## src/rtl/cache_axi_rd_arbiter_if.sv

```systemverilog
// AXI read channel (AR + R) bundle shared between the cache read arbiter
// and the downstream interconnect.
//   master : driven by the arbiter (AR request, R ready)
//   slave  : driven by the interconnect/memory (AR ready, R beats)
interface cache_axi_rd_arbiter_if;
    logic [3:0]  arid;
    logic [31:0] araddr;
    logic [7:0]  arlen;
    logic [2:0]  arsize;
    logic [1:0]  arburst;
    logic        arvalid;
    logic        arready;
    logic [3:0]  rid;
    logic [31:0] rdata;
    logic [1:0]  rresp;
    logic        rlast;
    logic        rvalid;
    logic        rready;

    modport master (
        output arid, araddr, arlen, arsize, arburst, arvalid, rready,
        input  arready, rid, rdata, rresp, rlast, rvalid
    );

    modport slave (
        input  arid, araddr, arlen, arsize, arburst, arvalid, rready,
        output arready, rid, rdata, rresp, rlast, rvalid
    );
endinterface

```

## src/rtl/cache_axi_rd_arbiter.sv

```systemverilog
// Round-robin arbiter sharing one AXI read channel between the icache and
// dcache read ports. One transaction outstanding at a time: line requests
// become 8-beat INCR bursts, uncached requests single-beat reads; beats are
// assembled into a 256-bit buffer returned with a one-cycle ret_valid pulse.
// Ports:
//   clk, reset          clock, synchronous active-high reset
//   i_rd_* / i_ret_*    icache request / return handshake
//   d_rd_* / d_ret_*    dcache request / return handshake
//   axi                 AXI read channel (master side)
module cache_axi_rd_arbiter #(
    parameter logic [3:0] IC_ARID = 4'd0,
    parameter logic [3:0] DC_ARID = 4'd1
) (
    input  logic                         clk,
    input  logic                         reset,
    input  logic                         i_rd_req,
    input  logic                         i_rd_type,
    input  logic [31:0]                  i_rd_addr,
    output logic                         i_rd_rdy,
    output logic                         i_ret_valid,
    output logic [255:0]                 i_ret_data,
    input  logic                         d_rd_req,
    input  logic                         d_rd_type,
    input  logic [31:0]                  d_rd_addr,
    output logic                         d_rd_rdy,
    output logic                         d_ret_valid,
    output logic [255:0]                 d_ret_data,
    cache_axi_rd_arbiter_if.master       axi
);

    typedef enum logic [1:0] {
        S_IDLE,
        S_AR,
        S_R,
        S_RET
    } state_t;

    state_t         state;
    state_t         state_nxt;

    logic           owner_dc;       // 1 = dcache owns the current transaction
    logic [31:0]    addr_q;
    logic           type_q;         // 1 = line, 0 = uncached word
    logic           last_grant_dc;  // 1 = dcache was granted last
    logic [255:0]   line_buf;
    logic [2:0]     beat_cnt;

    logic           grant_dc;
    logic           hs;
    logic           beat;

    // Arbitration: a lone requester wins; on contention the side that was
    // not granted last time wins.
    always_comb begin
        grant_dc = 1'b0;
        if (i_rd_req && d_rd_req) begin
            grant_dc = ~last_grant_dc;
        end else begin
            grant_dc = d_rd_req;
        end
    end

    always_comb begin
        i_rd_rdy = 1'b0;
        d_rd_rdy = 1'b0;
        if (state == S_IDLE) begin
            i_rd_rdy = i_rd_req && !grant_dc;
            d_rd_rdy = d_rd_req &&  grant_dc;
        end
    end

    assign hs   = (i_rd_req && i_rd_rdy) || (d_rd_req && d_rd_rdy);
    assign beat = (state == S_R) && axi.rvalid;

    always_ff @(posedge clk) begin
        if (reset) begin
            state <= S_IDLE;
        end else begin
            state <= state_nxt;
        end
    end

    always_comb begin
        state_nxt = state;
        case (state)
            S_IDLE: if (hs)                       state_nxt = S_AR;
            S_AR:   if (axi.arready)              state_nxt = S_R;
            S_R:    if (axi.rvalid && axi.rlast)  state_nxt = S_RET;
            S_RET:                                state_nxt = S_IDLE;
            default:                              state_nxt = S_IDLE;
        endcase
    end

    always_ff @(posedge clk) begin
        if (reset) begin
            owner_dc      <= 1'b0;
            addr_q        <= '0;
            type_q        <= 1'b0;
            last_grant_dc <= 1'b0;
            line_buf      <= '0;
            beat_cnt      <= '0;
        end else begin
            if (state == S_IDLE && hs) begin
                owner_dc      <= grant_dc;
                addr_q        <= grant_dc ? d_rd_addr : i_rd_addr;
                type_q        <= grant_dc ? d_rd_type : i_rd_type;
                last_grant_dc <= grant_dc;
                line_buf      <= '0;
                beat_cnt      <= '0;
            end
            if (beat) begin
                // Counter saturates at 7 so any overrun beats land in word 7.
                line_buf[{beat_cnt, 5'd0} +: 32] <= axi.rdata;
                if (beat_cnt != 3'd7) begin
                    beat_cnt <= beat_cnt + 3'd1;
                end
            end
        end
    end

    always_comb begin
        axi.arid    = owner_dc ? DC_ARID : IC_ARID;
        axi.araddr  = addr_q;
        axi.arlen   = type_q ? 8'd7 : 8'd0;
        axi.arsize  = 3'b010;
        axi.arburst = 2'b01;
        axi.arvalid = (state == S_AR);
        axi.rready  = (state == S_R);
    end

    assign i_ret_valid = (state == S_RET) && !owner_dc;
    assign d_ret_valid = (state == S_RET) &&  owner_dc;
    assign i_ret_data  = line_buf;
    assign d_ret_data  = line_buf;

endmodule

```

## src/flat_wrapper.sv

```systemverilog
// flat-port wrapper written by rule: the top's interface ports become plain ports
module cache_axi_rd_arbiter_flat 
#(
    parameter logic [3:0] IC_ARID = 4'd0,
    parameter logic [3:0] DC_ARID = 4'd1
)
  (clk, reset, i_rd_req, i_rd_type, i_rd_addr, i_rd_rdy, i_ret_valid, i_ret_data, d_rd_req, d_rd_type, d_rd_addr, d_rd_rdy, d_ret_valid, d_ret_data, axi_arid, axi_araddr, axi_arlen, axi_arsize, axi_arburst, axi_arvalid, axi_rready, axi_arready, axi_rid, axi_rdata, axi_rresp, axi_rlast, axi_rvalid);
  cache_axi_rd_arbiter_if axi_i ();
  input  logic clk;
  input  logic reset;
  input  logic i_rd_req;
  input  logic i_rd_type;
  input  logic [31:0] i_rd_addr;
  output logic i_rd_rdy;
  output logic i_ret_valid;
  output logic [255:0] i_ret_data;
  input  logic d_rd_req;
  input  logic d_rd_type;
  input  logic [31:0] d_rd_addr;
  output logic d_rd_rdy;
  output logic d_ret_valid;
  output logic [255:0] d_ret_data;
  output wire logic [$bits(axi_i.arid)-1:0] axi_arid;
  output wire logic [$bits(axi_i.araddr)-1:0] axi_araddr;
  output wire logic [$bits(axi_i.arlen)-1:0] axi_arlen;
  output wire logic [$bits(axi_i.arsize)-1:0] axi_arsize;
  output wire logic [$bits(axi_i.arburst)-1:0] axi_arburst;
  output wire logic [$bits(axi_i.arvalid)-1:0] axi_arvalid;
  output wire logic [$bits(axi_i.rready)-1:0] axi_rready;
  input wire logic [$bits(axi_i.arready)-1:0] axi_arready;
  input wire logic [$bits(axi_i.rid)-1:0] axi_rid;
  input wire logic [$bits(axi_i.rdata)-1:0] axi_rdata;
  input wire logic [$bits(axi_i.rresp)-1:0] axi_rresp;
  input wire logic [$bits(axi_i.rlast)-1:0] axi_rlast;
  input wire logic [$bits(axi_i.rvalid)-1:0] axi_rvalid;
  assign axi_arid = axi_i.arid;
  assign axi_araddr = axi_i.araddr;
  assign axi_arlen = axi_i.arlen;
  assign axi_arsize = axi_i.arsize;
  assign axi_arburst = axi_i.arburst;
  assign axi_arvalid = axi_i.arvalid;
  assign axi_rready = axi_i.rready;
  assign axi_i.arready = axi_arready;
  assign axi_i.rid = axi_rid;
  assign axi_i.rdata = axi_rdata;
  assign axi_i.rresp = axi_rresp;
  assign axi_i.rlast = axi_rlast;
  assign axi_i.rvalid = axi_rvalid;
  cache_axi_rd_arbiter #(.IC_ARID(IC_ARID), .DC_ARID(DC_ARID)) u_core (.clk(clk), .reset(reset), .i_rd_req(i_rd_req), .i_rd_type(i_rd_type), .i_rd_addr(i_rd_addr), .i_rd_rdy(i_rd_rdy), .i_ret_valid(i_ret_valid), .i_ret_data(i_ret_data), .d_rd_req(d_rd_req), .d_rd_type(d_rd_type), .d_rd_addr(d_rd_addr), .d_rd_rdy(d_rd_rdy), .d_ret_valid(d_ret_valid), .d_ret_data(d_ret_data), .axi(axi_i));
endmodule
```

## config.mk

```make
export PLATFORM = sky130hd
export DESIGN_NAME = cache_axi_rd_arbiter_flat
export DESIGN_NICKNAME = d
export VERILOG_FILES = /design/src/rtl/cache_axi_rd_arbiter_if.sv /design/src/rtl/cache_axi_rd_arbiter.sv /design/src/flat_wrapper.sv
export SDC_FILE = /design/constraint.sdc
export NUM_CORES = 1
export LEC_CHECK = 0
export BUFFER_PORTS_ARGS = -buffer_cell sky130_fd_sc_hd__buf_2
export CAP_MARGIN = 20
export CORE_AREA = 2 2 261 263
export CTS_CLUSTER_DIAMETER = 40
export DETAILED_ROUTE_END_ITERATION = 16
export DIE_AREA = 0 0 263 265
export GPL_ROUTABILITY_DRIVEN = 0
export PLACE_DENSITY = 0.49
export SLEW_MARGIN = 20
export SYNTH_ARGS = -nofsm -noshare
export SYNTH_HDL_FRONTEND = slang
export SYNTH_SLANG_ARGS = --single-unit
```

## constraint.sdc

```tcl
create_clock -name clk -period 3.5 [get_ports clk]
set_input_delay 0.7 -clock clk [delete_from_list [all_inputs] [get_ports clk]]
set_output_delay 0.7 -clock clk [all_outputs]
set_load 0.02 [all_outputs]
```

# == Word-level counts from Yosys, hierarchy flattened ==
# Index checks and enable logic that the tools add are counted.
# word_totals
ram_bits,0
rom_bits,0
input_bits,111
latch_bits,0
out_inout_bits,567
mem_count,0
regBits,295
word_cells,51
# op_classes
add_sub_neg,2
eq_ne,7
bitwise_logic,1
div,0
mul,0
shift,2
n_mux,18
reduce_logical,15
order_cmp,0
# op_table
op,n
256-bit two-way mux,3
256-bit bitwise mux,1
32-bit by 10-bit variable shift with 256-bit output (first input constant),1
32-bit by 10-bit indexed part select with 256-bit output,1
32-bit two-way mux,1
3-bit two-way mux,4
1-bit logical AND,10
8-bit negator with 10-bit output,1
2-bit one-hot mux with 4 select lines,1
2-bit two-way mux,3
2-bit by 1-bit inequality test with 1-bit output (second input constant),3
1-bit two-way mux,5
2-bit == test (second input constant),2
3-bit by 1-bit adder with 3-bit output (second input constant),1
3-bit inequality test (second input constant),1
3-bit AND reduction,1
2-bit by 1-bit == test with 1-bit output (second input constant),1
1-bit logical NOT,2
2-bit logical NOT,1
1-bit logical OR,1
1-bit inverter,1

# == Logic depth before layout (Yosys ltp) ==
# Gate-level depths: netlist (run 1).
# depth
word_depth,12
mapped_depth,10
mapped_depth_nobuf,6

# == Worst setup path after synthesis (run 1) ==
# Ideal clock, no wire load.
# synth_path
path_type,input port to output port
start,in d_rd_req
end,out d_rd_rdy
required_ns,2.800
setup_slack_ns,1.293
cell_stages,4
arrival_ns,1.507
cell_sequence,a21boi_0 > buf_2 > buf_4 > and2_1
# synth_between
elab_chain_len,4
# synth_lines
item,line_no,source
"start, declared",flat_wrapper.sv:17,input logic d_rd_req;
1-bit logical AND,cache_axi_rd_arbiter.sv:56,if (i_rd_req && d_rd_req) begin
1-bit two-way mux,cache_axi_rd_arbiter.sv:56,
1-bit logical AND (*),cache_axi_rd_arbiter.sv:68,d_rd_rdy = d_rd_req && grant_dc;
1-bit two-way mux (*),cache_axi_rd_arbiter.sv:66,if (state == S_IDLE) begin
"end, declared",flat_wrapper.sv:20,output logic d_rd_rdy;
# Mark *: on every way between the ends. The rest lies on a longest branch, timed or not.

# == Worst setup path in the final report (run 1) ==
# layout_path
start,reg u_core.beat_cnt[1]
end,"reg u_core.line_buf[65], in the netlist u_core.d_ret_data[65]"
# layout_between
elab_chain_len,4
elab_cells_between_ends,5
classes_between,add/sub: 1; shift: 2; mux: 2
# layout_lines
item,line_no,source
"start, declared",cache_axi_rd_arbiter.sv:46,logic [2:0] beat_cnt;
"start signal, assigned",cache_axi_rd_arbiter.sv:115,beat_cnt <= beat_cnt + 3'd1;
8-bit negator with 10-bit output (*),cache_axi_rd_arbiter.sv:113,"line_buf[{beat_cnt, 5'd0} +: 32] <= axi.rdata;"
32-bit by 10-bit indexed part select with 256-bit output / 32-bit by 10-bit variable shift with 256-bit output (equally long branches),cache_axi_rd_arbiter.sv:113,
256-bit bitwise mux (*),cache_axi_rd_arbiter.sv:113,
256-bit two-way mux (*),cache_axi_rd_arbiter.sv:111,if (beat) begin
"end signal, assigned by index",cache_axi_rd_arbiter.sv:113,
"end, declared",cache_axi_rd_arbiter.sv:45,logic [255:0] line_buf;
# Marked as above.
# A chain may end at the register's enable or synchronous reset.

==> impl_metrics.xml, run 1 <==
<?xml version="1.0" encoding="UTF-8"?>
<metrics>
  <group name="clock_tree">
    <metric name="tritoncts" unit="">built</metric>
    <metric name="tritoncts_num_sinks" unit="">295</metric>
    <metric name="cts_htree_levels" unit="">3</metric>
    <metric name="clk_path_buf_depth" unit="">3</metric>
    <metric name="clk_pin_slew_worst_paths" unit="ns">0.05</metric>
    <metric name="cts.root.buffer_cell" unit="">sky130_fd_sc_hd__clkbuf_16</metric>
    <metric name="total_cts_buffers" unit="">66</metric>
    <metric name="post_cts.resized_instances" unit="">0</metric>
    <metric name="worstSkewPairLatency" unit="ns">0.59</metric>
    <metric name="cts_post_setup_buffers_inserted" unit="">0</metric>
    <metric name="cts_stage_hold_buffer_count" unit="">0</metric>
  </group>
  <group name="worst_setup_path">
    <metric name="reg2reg_depth" unit="">5</metric>
    <metric name="timing.setup.critical_path_class" unit="">reg -&gt; reg</metric>
    <metric name="crit_path_max_fanout" unit="">32</metric>
    <metric name="endpoint_kind" unit="">register</metric>
    <metric name="worstReg2RegEnd" unit="">u_core.d_ret_data[65]</metric>
    <metric name="data_arrival_time_of_the_worst_path" unit="ns">3.15</metric>
    <metric name="critPathRequiredTime" unit="ns">3.98</metric>
    <metric name="critPathLaunchType" unit="">register</metric>
    <metric name="setup_slack_of_the_worst_register_to_register_path" unit="ns">0.83</metric>
    <metric name="regToRegStartpoint" unit="">u_core.beat_cnt[1]</metric>
  </group>
  <group name="routing">
    <metric name="dr_total_vias" unit="">13900</metric>
    <metric name="totalWireLength" unit="um">65100</metric>
    <metric name="route.detailed.drc" unit="">0</metric>
    <metric name="drt-pass1-iter-count" unit="">6</metric>
    <metric name="initialDrtViolationCount" unit="">1126</metric>
    <metric name="detail-route-antenna-nets" unit="">0</metric>
    <metric name="routed_wire_length_per_instance" unit="um">22.7</metric>
    <metric name="via_per_inst" unit="">4.85</metric>
  </group>
  <group name="logic_synthesis">
    <metric name="synth-async-reset-ratio" unit="%">0</metric>
    <metric name="count_of_yosys_warnings_during_synthesis" unit="">0</metric>
    <metric name="yosys_register_bits" unit="">295</metric>
    <metric name="synth_ff_type" unit="">sky130_fd_sc_hd__dfxtp_1</metric>
    <metric name="yosys-top-cells-area" unit="">sky130_fd_sc_hd__dfxtp_1 40%, sky130_fd_sc_hd__buf_4 15%, sky130_fd_sc_hd__mux2i_1 8.7%, sky130_fd_sc_hd__a22oi_1 4.1%, sky130_fd_sc_hd__a21oi_1 4.0%</metric>
    <metric name="post_synth.cell_area_avg" unit="um2">9.08</metric>
    <metric name="yosysMostFrequentCell" unit="">sky130_fd_sc_hd__dfxtp_1</metric>
    <metric name="synth_enable_flop_cells" unit="">0</metric>
    <metric name="netlist.area_leader.share" unit="%">40.0</metric>
    <metric name="synthTopCellsByCount" unit="">295 x sky130_fd_sc_hd__dfxtp_1, 294 x sky130_fd_sc_hd__buf_4, 129 x sky130_fd_sc_hd__mux2i_1</metric>
    <metric name="synth.yosys.seq_area_share" unit="%">40.0</metric>
    <metric name="syn_area" unit="mm2">0.0148</metric>
    <metric name="synthCells" unit="">1626</metric>
    <metric name="synth_area_leader_cell" unit="">sky130_fd_sc_hd__dfxtp_1</metric>
    <metric name="synth_cell_type_count" unit="">47</metric>
  </group>
  <group name="sta">
    <metric name="hold_violations" unit="">0</metric>
    <metric name="post-route-min-period" unit="ns">2.67</metric>
    <metric name="final_sum_of_negative_setup_slack" unit="ns">0</metric>
    <metric name="grt_setup_unrepaired" unit="">no</metric>
    <metric name="maxClockFrequency" unit="GHz">0.374</metric>
    <metric name="finalClockSkew" unit="ns">0.0236</metric>
    <metric name="finalCritPeriodShare" unit="%">76.4</metric>
    <metric name="slew_headroom" unit="%">31.0</metric>
    <metric name="final-setup-viol-count" unit="">0</metric>
    <metric name="tightest_slew" unit="ns">1.04</metric>
    <metric name="final_report_max_slew_violation_count" unit="">0</metric>
  </group>
  <group name="worst_hold_path">
    <metric name="timing.hold.worst.start" unit="">reset</metric>
    <metric name="hold_path.class" unit="">in -&gt; reg</metric>
    <metric name="holdPathStages" unit="">2</metric>
    <metric name="worst_hold_path_ep" unit="">u_core.last_grant_dc</metric>
  </group>
  <group name="power">
    <metric name="pwr-share-clk" unit="%">51.0</metric>
    <metric name="peakVddDrop" unit="V">0.000287</metric>
    <metric name="power.density_cell_area" unit="mW/mm2">677</metric>
    <metric name="p_leak" unit="nW">9.12</metric>
    <metric name="power.internal" unit="mW">8.60</metric>
    <metric name="pwr-share-seq" unit="%">28.5</metric>
    <metric name="power.net_switching" unit="mW">4.29</metric>
    <metric name="power_switching_share" unit="%">33.3</metric>
    <metric name="combinationalPowerShare" unit="%">20.5</metric>
    <metric name="post-layout-total-power" unit="mW">12.9</metric>
  </group>
  <group name="floorplanning">
    <metric name="chipWidth" unit="um">263</metric>
    <metric name="core.rowCount" unit="">95</metric>
    <metric name="io_pins" unit="">678</metric>
    <metric name="chipHeight" unit="um">265</metric>
    <metric name="coreArea" unit="mm2">0.0668</metric>
    <metric name="dieArea" unit="mm2">0.0697</metric>
    <metric name="start_util" unit="%">22.1</metric>
  </group>
  <group name="finish">
    <metric name="final_layout_size_suffix_gt1_share" unit="%">42.5</metric>
    <metric name="design.final.nets" unit="">2062</metric>
    <metric name="fill_cells" unit="">7090</metric>
    <metric name="sequential_cell_area" unit="mm2">0.00591</metric>
    <metric name="multiInputGateArea" unit="mm2">0.00604</metric>
    <metric name="flow.area_growth_from_synthesis" unit="%">29.0</metric>
  </group>
  <group name="place">
    <metric name="port_buffers" unit="">658</metric>
    <metric name="dp.final_hpwl" unit="um">44600</metric>
  </group>
  <group name="global_routing">
    <metric name="antenna_found_initial" unit="">3</metric>
    <metric name="met2_usage" unit="%">29.5</metric>
    <metric name="wire_length_of_the_first_global_routing_pass" unit="um">91600</metric>
    <metric name="total_routing_resource_utilization_after_global_routing" unit="%">17.7</metric>
    <metric name="grt.met1_usage" unit="%">22.1</metric>
    <metric name="largest_net_degree_at_the_start_of_global_routing" unit="">90</metric>
    <metric name="grt_pass1_vias" unit="">13100</metric>
    <metric name="globalRoute.totalOverflow" unit="">0</metric>
    <metric name="global_route_met3_usage" unit="%">3.59</metric>
    <metric name="grt.busiest_layer" unit="">met2</metric>
  </group>
  <group name="flow_run">
    <metric name="drv_cap" unit="">0</metric>
  </group>
  <group name="status">
    <metric name="status" unit="">finished clean</metric>
  </group>
</metrics>
[worst max-delay path, cell delays in order (launching register included)]
cell and delay, ns:
sky130_fd_sc_hd__dfxtp_1 0.40, sky130_fd_sc_hd__inv_1 0.06, sky130_fd_sc_hd__ha_1 0.64, sky130_fd_sc_hd__and3b_2 0.32, sky130_fd_sc_hd__nand4_4 0.73, sky130_fd_sc_hd__mux2i_1 0.39
[power groups by stage]
stage | Sequential, mW | Clock, mW | Combinational, mW
3_5_place_dp | 3.74 | 0 | 2.67
4_1_cts | 3.68 | 6.72 | 2.68
2_1_floorplan | 3.92 | 0 | 1.59
5_1_grt | 3.69 | 6.88 | 2.83
3_3_place_gp | 3.73 | 0 | 2.64
6_report | 3.68 | 6.58 | 2.65
[per-layer routing]
metal,up-vias,part of all wire (%)
met5,-,0
met4,0,3.7
met3,120,6.7
met2,667,49
met1,6775,41
li1,6350,-
[registers in the layout (all words and copies together), names as in the netlist]
| signal | flops |
|---|---|
| u_core.type_q | 1 |
| u_core.last_grant_dc | 1 |
| u_core.state | 2 |
| u_core.d_ret_data | 256 |
| u_core.beat_cnt | 3 |
| u_core.axi.araddr | 32 |
[cells in the final DEF, fill, tap and decap left out, drive strengths merged, types with 46 or more instances in the layout]
master  synthesis  layout
buf           354     690
dfxtp         295     295
mux2i         129     129
a21oi         117     117
nand3         104     104
clkbuf        100      84
nor4           81      81
a22oi          80      80
nor3           80      80
nand4          78      78
o211ai         46      46
[through the flow]
step | setup slack (ns) | util, % | cell area [um2] | instances | hold slack [ns]
finish | 0.826 | 28.5 | 19100 | 2871 | 0.347
global route | 0.579 | 28.5 | 19000 | 2868 | 0.325
CTS | 0.785 | 28.5 | 19000 | 2868 | 0.303
detailed placement | 0.788 | 25.0 | 16700 | 2746 | 0.484
global placement | 0.849 | 25.0 | 16700 | 2746 | 0.466
floorplan | 1.29 | - | 14800 | 1637 | 0.471
[final cells by class]
cell class | count | area share (%)
Multi-Input combinational cell | 882 | 31.7
Tap cell | 873 | 5.73
Timing Repair Buffer | 690 | 19.0
Antenna cell | 3 | 0.0394
Inverter | 6 | 0.131
Clock buffer | 84 | 9.73
Clock inverter | 38 | 2.69
Sequential cell | 295 | 31.0
[worst max-delay path by stage]
stage / startpoint / endpoint / slack, ns
floorplan: d_rd_req / d_rd_rdy / 1.29
global placement: u_core.beat_cnt[1] / u_core.d_ret_data[168] / 0.85
detailed placement: u_core.beat_cnt[1] / u_core.d_ret_data[168] / 0.79
CTS: u_core.beat_cnt[1] / u_core.d_ret_data[65] / 0.78
global route: u_core.beat_cnt[1] / u_core.d_ret_data[92] / 0.58
finish: u_core.beat_cnt[1] / u_core.d_ret_data[65] / 0.83
[logic make-up (layout without fill, tap and decap cells)]
logic type / Yosys count / after routing / synth area share (%)
buffers and inverters: 460 / 818 / 19.9
adders and majority gates: 10 / 10 / 0.847
muxes: 129 / 129 / 8.75
and+or+nand+nor: 412 / 412 / 15.9
other: 2 / 16 / 0.0509
DFF: 295 / 295 / 40.0
AOI/OAI and AO/OA: 318 / 318 / 14.6
(Power assumes the default switching activity.)
==> run 2, diff against run 1 <==
--- a/config.mk
+++ b/config.mk
@@ -12,7 +12,7 @@
 export DETAILED_ROUTE_END_ITERATION = 16
 export DIE_AREA = 0 0 263 265
 export GPL_ROUTABILITY_DRIVEN = 0
-export PLACE_DENSITY = 0.49
+export PLACE_DENSITY = 0.5
 export SLEW_MARGIN = 20
 export SYNTH_ARGS = -nofsm -noshare
 export SYNTH_HDL_FRONTEND = slang
==> constraint.sdc (replaced) <==
create_clock -name clk -period 2.3 [get_ports clk]
set_input_delay 0.46 -clock clk [delete_from_list [all_inputs] [get_ports clk]]
set_output_delay 0.46 -clock clk [all_outputs]
set_load 0.02 [all_outputs]
==> impl_metrics.xml, run 2 (same netlist as run 1, synthesis figures left out) <==
<?xml version="1.0" encoding="UTF-8"?>
<metrics>
  <group name="routing">
    <metric name="initialDrtViolationCount" unit="">931</metric>
    <metric name="totalWireLength" unit="um">65100</metric>
    <metric name="via_per_inst" unit="">4.85</metric>
    <metric name="routed_wire_length_per_instance" unit="um">22.7</metric>
    <metric name="dr_total_vias" unit="">13900</metric>
    <metric name="detail-route-antenna-nets" unit="">0</metric>
    <metric name="route.detailed.drc" unit="">0</metric>
    <metric name="drt-pass1-iter-count" unit="">6</metric>
  </group>
  <group name="global_routing">
    <metric name="wire_length_of_the_first_global_routing_pass" unit="um">92300</metric>
    <metric name="globalRoute.totalOverflow" unit="">0</metric>
    <metric name="grt_pass1_vias" unit="">13300</metric>
    <metric name="total_routing_resource_utilization_after_global_routing" unit="%">17.7</metric>
    <metric name="antenna_found_initial" unit="">3</metric>
    <metric name="largest_net_degree_at_the_start_of_global_routing" unit="">165</metric>
  </group>
  <group name="sta">
    <metric name="hold_slack" unit="ns">0.166</metric>
    <metric name="maxClockFrequency" unit="GHz">0.462</metric>
    <metric name="final_report_max_slew_violation_count" unit="">0</metric>
    <metric name="finalClockSkew" unit="ns">0.0209</metric>
    <metric name="slew_headroom" unit="%">21.3</metric>
    <metric name="post-route-min-period" unit="ns">2.16</metric>
    <metric name="worst_slack" unit="ns">0.136</metric>
    <metric name="tightest_slew" unit="ns">1.18</metric>
    <metric name="hold_violations" unit="">0</metric>
    <metric name="final_sum_of_negative_setup_slack" unit="ns">0</metric>
    <metric name="finalCritPeriodShare" unit="%">94.1</metric>
    <metric name="grt_setup_unrepaired" unit="">no</metric>
    <metric name="final-setup-viol-count" unit="">0</metric>
  </group>
  <group name="power">
    <metric name="pwr-share-seq" unit="%">30.3</metric>
    <metric name="pwr-share-clk" unit="%">46.3</metric>
    <metric name="power.net_switching" unit="mW">6.44</metric>
    <metric name="power_switching_share" unit="%">34.9</metric>
    <metric name="power.density_cell_area" unit="mW/mm2">966</metric>
    <metric name="power.internal" unit="mW">12.0</metric>
    <metric name="post-layout-total-power" unit="mW">18.5</metric>
    <metric name="p_leak" unit="nW">9.10</metric>
    <metric name="peakVddDrop" unit="V">0.000595</metric>
    <metric name="combinationalPowerShare" unit="%">23.4</metric>
  </group>
  <group name="worst_setup_path">
    <metric name="critPathRequiredTime" unit="ns">1.84</metric>
    <metric name="critPathLaunchType" unit="">register</metric>
    <metric name="timing.setup.critical_path_class" unit="">reg -&gt; out</metric>
    <metric name="endpoint_kind" unit="">output port</metric>
    <metric name="crit_path_max_fanout" unit="">6</metric>
    <metric name="data_arrival_time_of_the_worst_path" unit="ns">1.70</metric>
  </group>
  <group name="finish">
    <metric name="most_frequent_standard_cell_in_the_layout_excluding_fill_and_tap_cells" unit="">sky130_fd_sc_hd__buf_2</metric>
    <metric name="layout.cells.most_common_list" unit="">657 x sky130_fd_sc_hd__buf_2, 295 x sky130_fd_sc_hd__dfxtp_1, 129 x sky130_fd_sc_hd__mux2i_1</metric>
    <metric name="flow.area_growth_from_synthesis" unit="%">29.4</metric>
    <metric name="design.final.nets" unit="">2072</metric>
    <metric name="fill_cells" unit="">7105</metric>
    <metric name="n_antenna_cell" unit="">0</metric>
    <metric name="final_layout_size_suffix_gt1_share" unit="%">43.0</metric>
    <metric name="largest_register_ffs" unit="">256</metric>
  </group>
  <group name="floorplanning">
    <metric name="chipWidth" unit="um">263</metric>
    <metric name="dieArea" unit="mm2">0.0697</metric>
    <metric name="io_pins" unit="">678</metric>
    <metric name="coreArea" unit="mm2">0.0668</metric>
    <metric name="chipHeight" unit="um">265</metric>
    <metric name="start_util" unit="%">22.1</metric>
    <metric name="core.rowCount" unit="">95</metric>
  </group>
  <group name="clock_tree">
    <metric name="clk_pin_slew_worst_paths" unit="ns">0.05</metric>
    <metric name="worstSkewPairLatency" unit="ns">0.60</metric>
    <metric name="tritoncts_num_sinks" unit="">295</metric>
    <metric name="cts_post_setup_buffers_inserted" unit="">0</metric>
    <metric name="cts.root.buffer_cell" unit="">sky130_fd_sc_hd__clkbuf_16</metric>
    <metric name="total_cts_buffers" unit="">57</metric>
    <metric name="tritoncts" unit="">built</metric>
    <metric name="cts_stage_hold_buffer_count" unit="">0</metric>
    <metric name="post_cts.resized_instances" unit="">4</metric>
    <metric name="clk_path_buf_depth" unit="">3</metric>
    <metric name="cts_htree_levels" unit="">2</metric>
  </group>
  <group name="flow_run">
    <metric name="drv_cap" unit="">0</metric>
  </group>
  <group name="place">
    <metric name="place_worst_setup_slack" unit="ns">0.110</metric>
    <metric name="port_buffers" unit="">658</metric>
    <metric name="dp.final_hpwl" unit="um">45000</metric>
  </group>
  <group name="status">
    <metric name="status" unit="">finished clean</metric>
  </group>
  <group name="worst_hold_path">
    <metric name="hold_path.class" unit="">in -&gt; reg</metric>
  </group>
</metrics>
## run 2: final cells by class
type / count / area (um2) / share of cell area [%]
flip-flops and latches: 295 / 5910 / 30.9
clock inverters: 39 / 450 / 2.36
multi-input cells: 882 / 6080 / 31.8
well taps: 873 / 1090 / 5.72
inverters: 6 / 25.0 / 0.131
clock buffers: 67 / 1530 / 7.98
repair buffers: 709 / 4020 / 21.0
## run 2: per-stage QoR
| stage | std cells | cell area (um2) | utilization, % |
|---|---|---|---|
| finish | 2871 | 19100 | 28.6 |
| global route | 2871 | 19100 | 28.6 |
| detailed placement | 2765 | 17100 | 25.6 |
| CTS | 2871 | 19100 | 28.6 |
| floorplan | 1637 | 14800 | - |
| global placement | 2765 | 17100 | 25.6 |
## run 2: metal layers
| layer | up-vias | share of wire [%] | global-route usage [%] |
|---|---|---|---|
| li1 | 6365 | - | - |
| met1 | 6837 | 42 | 22.4 |
| met2 | 606 | 49 | 30.2 |
| met3 | 121 | 6.0 | 2.83 |
| met4 | 0 | 3.3 | 6.58 |
| met5 | - | 0 | 0 |
## run 2: power by group through the flow
stage	logic (mW)	registers (mW)	clock network [mW]
after floorplan	2.42	5.97	0
after global placement	4.25	5.67	0
after detailed placement	4.30	5.68	0
after CTS	4.33	5.58	8.75
after global routing	4.61	5.62	8.94
final	4.32	5.59	8.55
## run 2: critical path: stages (launching register included)
cell                      delay [ns]
sky130_fd_sc_hd__dfxtp_1        0.35
sky130_fd_sc_hd__inv_2          0.13
sky130_fd_sc_hd__ha_4           0.19
sky130_fd_sc_hd__nand2_1        0.09
sky130_fd_sc_hd__nor2_2         0.16
sky130_fd_sc_hd__buf_2          0.20
## run 2: final timing paths
kind,startpoint,end,slack [ns],depth (start not counted)
setup reg to reg,u_core.beat_cnt[0],u_core.d_ret_data[123],0.18,8
hold reg to reg,u_core.d_ret_data[90],u_core.d_ret_data[90],0.48,2
setup / recovery,u_core.state[0],i_rd_rdy,0.14,5
hold / removal,d_rd_addr[9],u_core.axi.araddr[9],0.17,3
==> run 3, diff against run 2 <==
--- a/config.mk
+++ b/config.mk
@@ -5,12 +5,13 @@
 export SDC_FILE = /design/constraint.sdc
 export NUM_CORES = 1
 export LEC_CHECK = 0
+export ABC_AREA = 1
 export BUFFER_PORTS_ARGS = -buffer_cell sky130_fd_sc_hd__buf_2
 export CAP_MARGIN = 20
-export CORE_AREA = 2 2 261 263
+export CORE_AREA = 2 2 263 265
 export CTS_CLUSTER_DIAMETER = 40
 export DETAILED_ROUTE_END_ITERATION = 16
-export DIE_AREA = 0 0 263 265
+export DIE_AREA = 0 0 265 267
 export GPL_ROUTABILITY_DRIVEN = 0
 export PLACE_DENSITY = 0.5
 export SLEW_MARGIN = 20
==> impl_metrics.xml, run 3 <==
<?xml version="1.0" encoding="UTF-8"?>
<metrics>
  <group name="clock_tree">
    <metric name="worstSkewPairLatency" unit="ns">0.58</metric>
    <metric name="tritoncts_num_sinks" unit="">295</metric>
    <metric name="total_cts_buffers" unit="">66</metric>
    <metric name="cts_htree_levels" unit="">3</metric>
    <metric name="clk_pin_slew_worst_paths" unit="ns">0.05</metric>
    <metric name="cts.root.buffer_cell" unit="">sky130_fd_sc_hd__clkbuf_16</metric>
    <metric name="clk_path_buf_depth" unit="">3</metric>
    <metric name="tritoncts" unit="">built</metric>
    <metric name="cts_post_setup_buffers_inserted" unit="">0</metric>
  </group>
  <group name="finish">
    <metric name="layout.cells.most_common_list" unit="">657 x sky130_fd_sc_hd__buf_2, 486 x sky130_fd_sc_hd__nand2_1, 304 x sky130_fd_sc_hd__nand3_1</metric>
    <metric name="design.final.nets" unit="">2687</metric>
    <metric name="fill_cells" unit="">7476</metric>
    <metric name="final_layout_size_suffix_gt1_share" unit="%">33.2</metric>
    <metric name="flow.area_growth_from_synthesis" unit="%">32.2</metric>
    <metric name="most_frequent_standard_cell_in_the_layout_excluding_fill_and_tap_cells" unit="">sky130_fd_sc_hd__buf_2</metric>
    <metric name="largest_register_ffs" unit="">256</metric>
  </group>
  <group name="worst_hold_path">
    <metric name="timing.hold.worst.start" unit="">axi_rdata[27]</metric>
    <metric name="worst_hold_path_ep" unit="">u_core.d_ret_data[155]</metric>
    <metric name="hold_path.class" unit="">in -&gt; reg</metric>
    <metric name="holdPathStages" unit="">3</metric>
  </group>
  <group name="logic_synthesis">
    <metric name="yosys_register_bits" unit="">295</metric>
    <metric name="synth_cell_type_count" unit="">27</metric>
    <metric name="synthTopCellsByCount" unit="">491 x sky130_fd_sc_hd__nand2_1, 305 x sky130_fd_sc_hd__nand3_1, 295 x sky130_fd_sc_hd__dfxtp_1</metric>
    <metric name="yosys-top-cells-area" unit="">sky130_fd_sc_hd__dfxtp_1 39%, sky130_fd_sc_hd__buf_4 14%, sky130_fd_sc_hd__nand2_1 12%, sky130_fd_sc_hd__nand3_1 10%, sky130_fd_sc_hd__nor2_1 6.2%</metric>
    <metric name="yosysMostFrequentCell" unit="">sky130_fd_sc_hd__nand2_1</metric>
    <metric name="synth_ff_type" unit="">sky130_fd_sc_hd__dfxtp_1</metric>
    <metric name="synth-async-reset-ratio" unit="%">0</metric>
    <metric name="netlist.area_leader.share" unit="%">39.0</metric>
    <metric name="post_synth.cell_area_avg" unit="um2">6.93</metric>
    <metric name="count_of_yosys_warnings_during_synthesis" unit="">0</metric>
    <metric name="synth_enable_flop_cells" unit="">0</metric>
    <metric name="synth_area_leader_cell" unit="">sky130_fd_sc_hd__dfxtp_1</metric>
    <metric name="synth.yosys.seq_area_share" unit="%">39.0</metric>
    <metric name="syn_area" unit="mm2">0.0152</metric>
    <metric name="synthCells" unit="">2187</metric>
  </group>
  <group name="worst_setup_path">
    <metric name="crit_path_max_fanout" unit="">8</metric>
    <metric name="critPathLaunchType" unit="">register</metric>
    <metric name="timing.setup.critical_path_class" unit="">reg -&gt; reg</metric>
    <metric name="regToRegStartpoint" unit="">u_core.beat_cnt[1]</metric>
    <metric name="worstReg2RegEnd" unit="">u_core.d_ret_data[88]</metric>
    <metric name="setup_slack_of_the_worst_register_to_register_path" unit="ns">0.16</metric>
    <metric name="data_arrival_time_of_the_worst_path" unit="ns">2.64</metric>
    <metric name="endpoint_kind" unit="">register</metric>
    <metric name="critPathRequiredTime" unit="ns">2.80</metric>
    <metric name="reg2reg_depth" unit="">9</metric>
  </group>
  <group name="routing">
    <metric name="detail-route-antenna-nets" unit="">0</metric>
    <metric name="dr_total_vias" unit="">15300</metric>
    <metric name="drt-pass1-iter-count" unit="">5</metric>
    <metric name="totalWireLength" unit="um">69000</metric>
    <metric name="routed_wire_length_per_instance" unit="um">19.7</metric>
    <metric name="via_per_inst" unit="">4.37</metric>
    <metric name="initialDrtViolationCount" unit="">1022</metric>
    <metric name="route.detailed.drc" unit="">0</metric>
  </group>
  <group name="sta">
    <metric name="final-setup-viol-count" unit="">0</metric>
    <metric name="grt_setup_unrepaired" unit="">no</metric>
    <metric name="finalClockSkew" unit="ns">0.0178</metric>
    <metric name="hold_slack" unit="ns">0.208</metric>
    <metric name="slew_headroom" unit="%">34.3</metric>
    <metric name="post-route-min-period" unit="ns">2.14</metric>
    <metric name="hold_violations" unit="">0</metric>
    <metric name="final_report_max_slew_violation_count" unit="">0</metric>
    <metric name="final_sum_of_negative_setup_slack" unit="ns">0</metric>
    <metric name="finalCritPeriodShare" unit="%">93.2</metric>
    <metric name="maxClockFrequency" unit="GHz">0.466</metric>
    <metric name="tightest_slew" unit="ns">0.986</metric>
  </group>
  <group name="power">
    <metric name="p_leak" unit="nW">10.3</metric>
    <metric name="power.density_cell_area" unit="mW/mm2">1010</metric>
    <metric name="peakVddDrop" unit="V">0.000603</metric>
    <metric name="post-layout-total-power" unit="mW">20.2</metric>
  </group>
  <group name="global_routing">
    <metric name="globalRoute.totalOverflow" unit="">0</metric>
    <metric name="total_routing_resource_utilization_after_global_routing" unit="%">18.6</metric>
    <metric name="largest_net_degree_at_the_start_of_global_routing" unit="">79</metric>
    <metric name="antenna_found_initial" unit="">1</metric>
    <metric name="wire_length_of_the_first_global_routing_pass" unit="um">96000</metric>
    <metric name="grt_pass1_vias" unit="">14000</metric>
  </group>
  <group name="floorplanning">
    <metric name="io_pins" unit="">678</metric>
    <metric name="chipHeight" unit="um">267</metric>
    <metric name="start_util" unit="%">22.3</metric>
    <metric name="coreArea" unit="mm2">0.0680</metric>
    <metric name="chipWidth" unit="um">265</metric>
    <metric name="core.rowCount" unit="">96</metric>
    <metric name="dieArea" unit="mm2">0.0708</metric>
  </group>
  <group name="status">
    <metric name="status" unit="">finished clean</metric>
  </group>
  <group name="place">
    <metric name="port_buffers" unit="">658</metric>
    <metric name="dp.final_hpwl" unit="um">49900</metric>
  </group>
  <group name="flow_run">
    <metric name="drv_cap" unit="">0</metric>
  </group>
</metrics>
## run 3: changes by cell type after synthesis, moves of 60 or more
cell | before | now
sky130_fd_sc_hd__inv_1 | 6 | 133
sky130_fd_sc_hd__nor4_1 | 81 | 1
sky130_fd_sc_hd__a21oi_1 | 117 | 177
sky130_fd_sc_hd__a22oi_1 | 80 | 0
sky130_fd_sc_hd__nand2_1 | 37 | 491
sky130_fd_sc_hd__nor2_1 | 3 | 252
sky130_fd_sc_hd__mux2i_1 | 129 | 0
sky130_fd_sc_hd__nand3_1 | 103 | 305
sky130_fd_sc_hd__nand4_1 | 76 | 0
sky130_fd_sc_hd__nor3_1 | 80 | 0
## run 3: how the worst max path moves through the flow
stage,startpoint,to,cells after the start
global route,u_core.beat_cnt[0],u_core.d_ret_data[82],9
global placement,u_core.state[0],u_core.d_ret_data[113],9
CTS,u_core.state[1],i_rd_rdy,5
floorplan,u_core.beat_cnt[0],u_core.d_ret_data[1],11
detailed placement,u_core.state[0],u_core.d_ret_data[113],9
finish,u_core.beat_cnt[1],u_core.d_ret_data[88],9
## run 3: repair_timing
item | 4_1_cts | 5_1_grt
endpoints found under the setup margin | 0 | 41
gates resized for setup | 0 | 8
hold buffers | 0 | 0
## run 3: area by class of cell
| cell class | instances | area (um2) | share of cell area [%] |
|---|---|---|---|
| well taps | 882 | 1100 | 5.50 |
| multi-input cells | 1338 | 6150 | 30.7 |
| diodes | 3 | 7.51 | 0.0374 |
| clock buffers | 82 | 1800 | 8.99 |
| clock inverters | 37 | 445 | 2.22 |
| repair buffers | 725 | 4090 | 20.4 |
| flip-flops and latches | 295 | 5910 | 29.5 |
| inverters | 140 | 551 | 2.75 |
## run 3: kinds of logic (layout without fill, tap and decap cells)
family                   after synthesis  after routing  synth area share [%]
AO/OA/AOI/OAI                        251            251                  9.52
adder cells (fa/ha/maj)               10             10                 0.825
buffers and inverters                565            984                  21.3
flip-flops                           295            295                  39.0
other                                  2             16                0.0495
AND/OR/NAND/NOR                     1064           1064                  29.4
## run 3: worst max-delay path, stage by stage (launching register included)
cell                      delay (ns)
sky130_fd_sc_hd__dfxtp_1        0.37
sky130_fd_sc_hd__inv_1          0.06
sky130_fd_sc_hd__ha_1           0.20
sky130_fd_sc_hd__ha_1           0.20
sky130_fd_sc_hd__inv_2          0.15
sky130_fd_sc_hd__nand3_2        0.20
sky130_fd_sc_hd__nor2_2         0.29
sky130_fd_sc_hd__buf_4          0.22
sky130_fd_sc_hd__nand2_1        0.20
sky130_fd_sc_hd__a21oi_1        0.19
## run 3: power breakdown
| part | switching, mW | total, mW | internal (mW) |
|---|---|---|---|
| Combinational | 3.55 | 5.00 | 1.45 |
| Sequential | 0.211 | 5.65 | 5.44 |
| Clock | 3.18 | 9.55 | 6.37 |
## run 3: per-layer routing
| layer | share of wire (%) | wire length (um) | vias up | GRT usage, % |
|---|---|---|---|---|
| met5 | 0 | 0 | - | 0 |
| met4 | 2.9 | 2030 | 0 | 6.35 |
| met3 | 5.5 | 3810 | 101 | 3.31 |
| met2 | 48 | 33300 | 625 | 31.5 |
| met1 | 43 | 29900 | 7125 | 23.8 |
| li1 | - | - | 7467 | - |
## run 3: through the flow
| step | std cells | area, um2 | utilization, % | setup WS [ns] |
|---|---|---|---|---|
| 2_1_floorplan | 2198 | 15200 | - | 0.208 |
| 3_3_place_gp | 3380 | 17800 | 26.1 | 0.0659 |
| 3_5_place_dp | 3380 | 17800 | 26.1 | 0.0742 |
| 4_1_cts | 3499 | 20000 | 29.4 | 0.0276 |
| 5_1_grt | 3499 | 20000 | 29.5 | 0.00195 |
| 6_report | 3502 | 20000 | 29.5 | 0.156 |
